[src/rtl/threshold_scan.sv]
`default_nettype none
// ============================================================================
// Module   : threshold_scan
// Purpose  : Streaming histogram threshold finder. Takes histogram chunks from
//            the brightest bin downward, accumulates counts and reports the
//            first bin at which the cumulative count reaches the target.
// Options  : THRESHOLD_ORDER_CHECK_EN - adds chunk-order checking and the
//            o_order_err output.
// Revision : 1.0 - initial release
// ============================================================================
module threshold_scan #(
    parameter int BIN_W          = 16,
    parameter int BINS_PER_CHUNK = 8,
    parameter int NUM_BINS       = 256,
    parameter int IDX_W          = 8,
    parameter int ACC_W          = 24
) (
    input  logic                            i_clk,
    input  logic                            i_rst_n,
    input  logic                            i_start,
    input  logic [ACC_W-1:0]                i_target_count,
    input  logic                            i_chunk_valid,
    output logic                            o_chunk_ready,
    input  logic [BINS_PER_CHUNK*BIN_W-1:0] i_histogram_chunk,
    input  logic [IDX_W-1:0]                i_bin_index,
    output logic                            o_busy,
    output logic                            o_done,
    output logic                            o_found,
    output logic [IDX_W-1:0]                o_threshold,
    output logic [ACC_W-1:0]                o_cum_count
`ifdef THRESHOLD_ORDER_CHECK_EN
    ,
    output logic                            o_order_err
`endif
);

    localparam logic [1:0] c_ST_IDLE  = 2'd0;
    localparam logic [1:0] c_ST_SCAN  = 2'd1;
    localparam logic [1:0] c_ST_DRAIN = 2'd2;
    localparam logic [1:0] c_ST_DONE  = 2'd3;

    localparam logic [IDX_W-1:0] c_FIRST_BASE = IDX_W'(NUM_BINS - BINS_PER_CHUNK);
    localparam logic [IDX_W-1:0] c_STEP       = IDX_W'(BINS_PER_CHUNK);

    logic [1:0]       r_state;
    logic [ACC_W-1:0] r_acc;
    logic [ACC_W-1:0] r_target;
    logic [IDX_W-1:0] r_thr;

    logic             w_xfer;
    logic             w_last;
    logic             w_bad;
    logic             w_hit;
    logic [IDX_W-1:0] w_hit_k;
    logic [IDX_W-1:0] w_hit_idx;
    logic [ACC_W-1:0] w_cum_all;

    // Accumulate one bin count, clamping at the all-ones maximum.
    function automatic logic [ACC_W-1:0] sat_add(input logic [ACC_W-1:0] a,
                                                 input logic [BIN_W-1:0] b);
        logic [ACC_W:0] s;
        s = {1'b0, a} + {{(ACC_W+1-BIN_W){1'b0}}, b};
        return s[ACC_W] ? {ACC_W{1'b1}} : s[ACC_W-1:0];
    endfunction

    assign o_chunk_ready = (r_state == c_ST_SCAN) || (r_state == c_ST_DRAIN);
    assign o_busy        = o_chunk_ready;
    assign w_xfer        = i_chunk_valid & o_chunk_ready;
    assign w_last        = (i_bin_index == '0);
    assign w_hit_idx     = i_bin_index + w_hit_k;

    // Walk the chunk from its brightest bin down, finding the first crossing.
    always_comb begin
        logic [ACC_W-1:0] cum;
        cum     = r_acc;
        w_hit   = 1'b0;
        w_hit_k = '0;
        for (int k = BINS_PER_CHUNK - 1; k >= 0; k--) begin
            cum = sat_add(cum, i_histogram_chunk[k*BIN_W +: BIN_W]);
            if (!w_hit && (cum >= r_target)) begin
                w_hit   = 1'b1;
                w_hit_k = IDX_W'(k);
            end
        end
        w_cum_all = cum;
    end

`ifdef THRESHOLD_ORDER_CHECK_EN
    logic [IDX_W-1:0] r_exp_base;

    assign w_bad = (i_bin_index != r_exp_base);

    // Track the base the next chunk must carry and flag out-of-order chunks.
    always_ff @(posedge i_clk or negedge i_rst_n) begin
        if (!i_rst_n) begin
            r_exp_base  <= c_FIRST_BASE;
            o_order_err <= 1'b0;
        end else begin
            o_order_err <= 1'b0;
            if ((r_state == c_ST_IDLE) && i_start) begin
                r_exp_base <= c_FIRST_BASE;
            end else if (w_xfer) begin
                if (w_bad) begin
                    o_order_err <= 1'b1;
                end else begin
                    r_exp_base <= r_exp_base - c_STEP;
                end
            end
        end
    end
`else
    assign w_bad = 1'b0;
`endif

    // Scan control, accumulator and result registers.
    always_ff @(posedge i_clk or negedge i_rst_n) begin
        if (!i_rst_n) begin
            r_state     <= c_ST_IDLE;
            r_acc       <= '0;
            r_target    <= '0;
            r_thr       <= '0;
            o_done      <= 1'b0;
            o_found     <= 1'b0;
            o_threshold <= '0;
            o_cum_count <= '0;
        end else begin
            o_done <= 1'b0;
            case (r_state)
                c_ST_IDLE: begin
                    if (i_start) begin
                        r_state  <= c_ST_SCAN;
                        r_target <= i_target_count;
                        r_acc    <= '0;
                        r_thr    <= '0;
                        o_found  <= 1'b0;
                    end
                end
                c_ST_SCAN: begin
                    if (w_xfer) begin
                        if (w_bad) begin
                            // Bad chunk is dropped; report what was summed so far.
                            r_state     <= c_ST_DONE;
                            o_done      <= 1'b1;
                            o_found     <= 1'b0;
                            o_threshold <= '0;
                            o_cum_count <= r_acc;
                        end else begin
                            r_acc <= w_cum_all;
                            if (w_hit) begin
                                r_thr <= w_hit_idx;
                            end
                            if (w_last) begin
                                r_state     <= c_ST_DONE;
                                o_done      <= 1'b1;
                                o_found     <= w_hit;
                                o_threshold <= w_hit ? w_hit_idx : '0;
                                o_cum_count <= w_cum_all;
                            end else if (w_hit) begin
                                r_state <= c_ST_DRAIN;
                            end
                        end
                    end
                end
                c_ST_DRAIN: begin
                    // Remaining chunks are consumed without touching acc/threshold.
                    if (w_xfer && (w_bad || w_last)) begin
                        r_state     <= c_ST_DONE;
                        o_done      <= 1'b1;
                        o_found     <= !w_bad;
                        o_threshold <= w_bad ? '0 : r_thr;
                        o_cum_count <= r_acc;
                    end
                end
                default: begin
                    r_state <= c_ST_IDLE;
                end
            endcase
        end
    end

endmodule
`default_nettype wire

[config.mk]
export PLATFORM = sky130hd
export DESIGN_NAME = threshold_scan
export DESIGN_NICKNAME = d
export VERILOG_FILES = /design/src/rtl/threshold_scan.sv
export SDC_FILE = /design/constraint.sdc
export NUM_CORES = 1
export LEC_CHECK = 0
export ABC_AREA = 1
export CAP_MARGIN = 25
export CORE_ASPECT_RATIO = 0.8
export CORE_MARGIN = 1
export CORE_UTILIZATION = 40
export DETAILED_ROUTE_END_ITERATION = 7
export PLACE_DENSITY = 0.68
export SYNTH_ARGS = -nofsm -noshare
export SYNTH_HDL_FRONTEND = slang
export SYNTH_SLANG_ARGS = --single-unit
[constraint.sdc]
create_clock -name i_clk -period 28.8 [get_ports i_clk]
set_clock_uncertainty 0.1 [all_clocks]
set_input_delay 5.76 -clock i_clk [delete_from_list [all_inputs] [get_ports i_clk]]
set_output_delay 5.76 -clock i_clk [all_outputs]
set_load 0.02 [all_outputs]
==> metrics, run 1 <==
DR vias=approximately 18000; synthesized-area fraction occupied by adder cells=0.263; GRT Max-Usage Layer=met2; Synth top cells by count=nand2_1 (626), ha_1 (334), inv_1 (272), a21oi_1 (240), nor2_1 (171); CTS tree=done; most frequent cell after synthesis=nand2_1; M3 GR Usage=0.0495; simple-gate area share of the yosys netlist=0.300; area share of the largest cell type after synthesis=0.252; Final HPWL DP=50.0 mm; chip width=between 200 and 250 um; Core Footprint=40700 um^2; Non-Filler Instances=about 3200; critical path class=in -> reg; post-route cell area=20100 um^2; worst r2r path cells=approximately 170; I/O pins=200; Max Transition Viols Final=0; Min-Delay Path Class=reg -> reg; Crit path largest cell delay=450 ps; clk sinks=92; initial antenna violation count=1; vias in the first global route=roughly 17000; fraction of the mapped netlist area in compound gates=0.165; met1 Use GR=0.387; CTS H-tree depth=3; CP endpoint=r_state[0]; Unique masters post-synth=56; largest net degree at the start of global routing=between 60 and 70; Post-Syn Instances=2454; Startpoint Class=input pin; Die Y=184 um; Antenna Violating Nets Remaining=0; Net count, final=between 3000 and 4000; Initial Util=0.407; grt total ovfl=0; Top FF cell, synth=dfrtp_1; drt wl/cell=19.0 um; YS warnings=0; # DRC=0; Syn Area/Cell=6.75 um^2; Fin. Hold Viols=0; CP Data Required Time=28980 ps; drt pass-1 iters=5; final worst path period share=0.944; 1st-iter DRT viols=1448; asr flop ratio synth=1.00; crit path launch=i_histogram_chunk[112]; Yosys reg bits=92; root buffer cell=clkbuf_16; mux share of post-synthesis cell area=0.000680; CP dominant cell by count=nand2_1; Placer Congestion=0.967; register area share after synthesis=0.139; Synthesized Nets=2961; Fmax=between 30 and 40 MHz; Tmin final=27180 ps; WHS=384 ps; XOR/XNOR Fraction of Synth Area=0.0539; Placed Instances=~3200; Clk pin slew, worst setup/hold paths=80 ps; CTS Buffer Depth=2; first-pass GRT wire length=92.4 mm; largest family of logic cells by synthesized area=simple AND/OR/NAND/NOR gates; Area Overhead vs Synth=21.3%; Synth area leaders=ha_1 (25%), nand2_1 (14%), dfrtp_1 (14%), a21oi_1 (7.2%), inv_1 (6.2%); CTS buffer count=9; reg-to-reg setup timing slack=roughly 7000 ps; Final Util=0.494; n_diodes=0; die area=42300 um^2; R2R Path End=r_state[0]; CP arrival=between 20000 and 30000 ps; Max-cap violations=0; synthesized area=16600 um^2; Vias/cell=5.44; GR Util met2=0.456; routed wire length=61.7 mm; EDFF count, synth=0; worst-margin pin slew=about 1200 ps; # rows=66; total track usage=0.286; CTS Hold Bufs=0; port bufs=roughly 200; crit-path max FO=12; DP Area=19300 um^2; status=completed; worst relative slew slack=0.192; largest area contributor in the netlist=ha_1; Clk Latency, worst-skew pair=400 ps; worst r2r src=r_acc[0]; Crit-path slowest cell=clkdlybuf4s50_1; final setup fails=0; fraction of layout cells with a size suffix above 1=0.104; Critical Path Sink Type=flop
worst min path at each step:
| stage | from | to | cells after the start |
|---|---|---|---|
| after floorplan | r_thr[2] | r_thr[2] | 2 |
| after global placement | r_thr[2] | o_threshold[2] | 2 |
| after detailed placement | o_cum_count[11] | o_cum_count[11] | 2 |
| after CTS | o_cum_count[11] | o_cum_count[11] | 2 |
| after global routing | o_cum_count[1] | o_cum_count[1] | 2 |
| final | o_cum_count[11] | o_cum_count[11] | 2 |
cell usage in the layout, fill, tap and decap left out, types with 16 or more instances in the layout:
cell             count
o211ai_1            16
inv_1              270
nor2_1             164
nand3_1            122
nand4_1             37
xnor2_1             47
ha_1               330
nand3_2             24
a21oi_1            234
nand2_1            615
nand2_2             48
or2_2               33
clkdlybuf4s50_1    198
o21a_1              21
o21bai_1            16
dfrtp_1             92
o21ai_0             73
xor2_1              55
o21ai_1             37
buf_4               71
routing by layer:
layer | up-vias | part of all wire
li1 | 8732 | -
met1 | 8258 | 0.46
met2 | 576 | 0.44
met3 | 108 | 0.068
met4 | 0 | 0.032
met5 | - | 0
layout make-up:
cell class              instances  area [um^2]
fillers                      4101        20600
multi-input cells            2034        13200
repair buffers                270         2530
flip-flops and latches         92         2300
inverters                     289         1090
well taps                     544          681
clock buffers                   9          225
clock inverters                 7         75.1
repair inverters                1         5.00
flip-flops by register name (all words and copies together) (netlist names):
signal       flops
o_cum_count     24
r_acc           24
r_target        24
o_threshold      8
r_thr            8
r_state          2
o_done           1
o_found          1
critical path: cells and delay by family:
family,cells,cell delay (ps)
simple gates,80,7920
compound gates,49,7680
fa+ha+maj,14,3730
buf+inv,23,2210
what timing repair did:
action                                  in CTS  in global routing
pin swaps                                    0                 41
buffers inserted                             0                 37
gates resized for setup                      5                 64
endpoints found under the setup margin      19                 54
gates cloned                                 0                  2
logic make-up (layout without fill, tap and decap cells):
| family | Yosys count | count (layout) |
|---|---|---|
| AOI/OAI and AO/OA | 481 | 481 |
| xor gates and xnor gates | 102 | 102 |
| adders and majority gates | 343 | 343 |
| buffers and inverters | 329 | 576 |
| DFF | 92 | 92 |
| muxes | 1 | 1 |
| and+or+nand+nor | 1106 | 1107 |
per-stage QoR:
step	worst slack, ps	setup TNS [ps]
6_report	1620	0
5_1_grt	-207	-1970
4_1_cts	2.86	0
3_5_place_dp	-993	-15990
3_3_place_gp	-54.3	-126
2_1_floorplan	1520	0
Power of run 1 is not shown: default switching activity piles up to over one toggle a cycle in this logic, so the estimate is an artifact.
==> run 2, diff against run 1 <==
HOLD_SLACK_MARGIN = 0.02   (was unset)
==> results of run 2 <==
Same layout as run 1: the final DEF is identical, and so are final timing and power.
Power of run 2 is left out for the same reason.
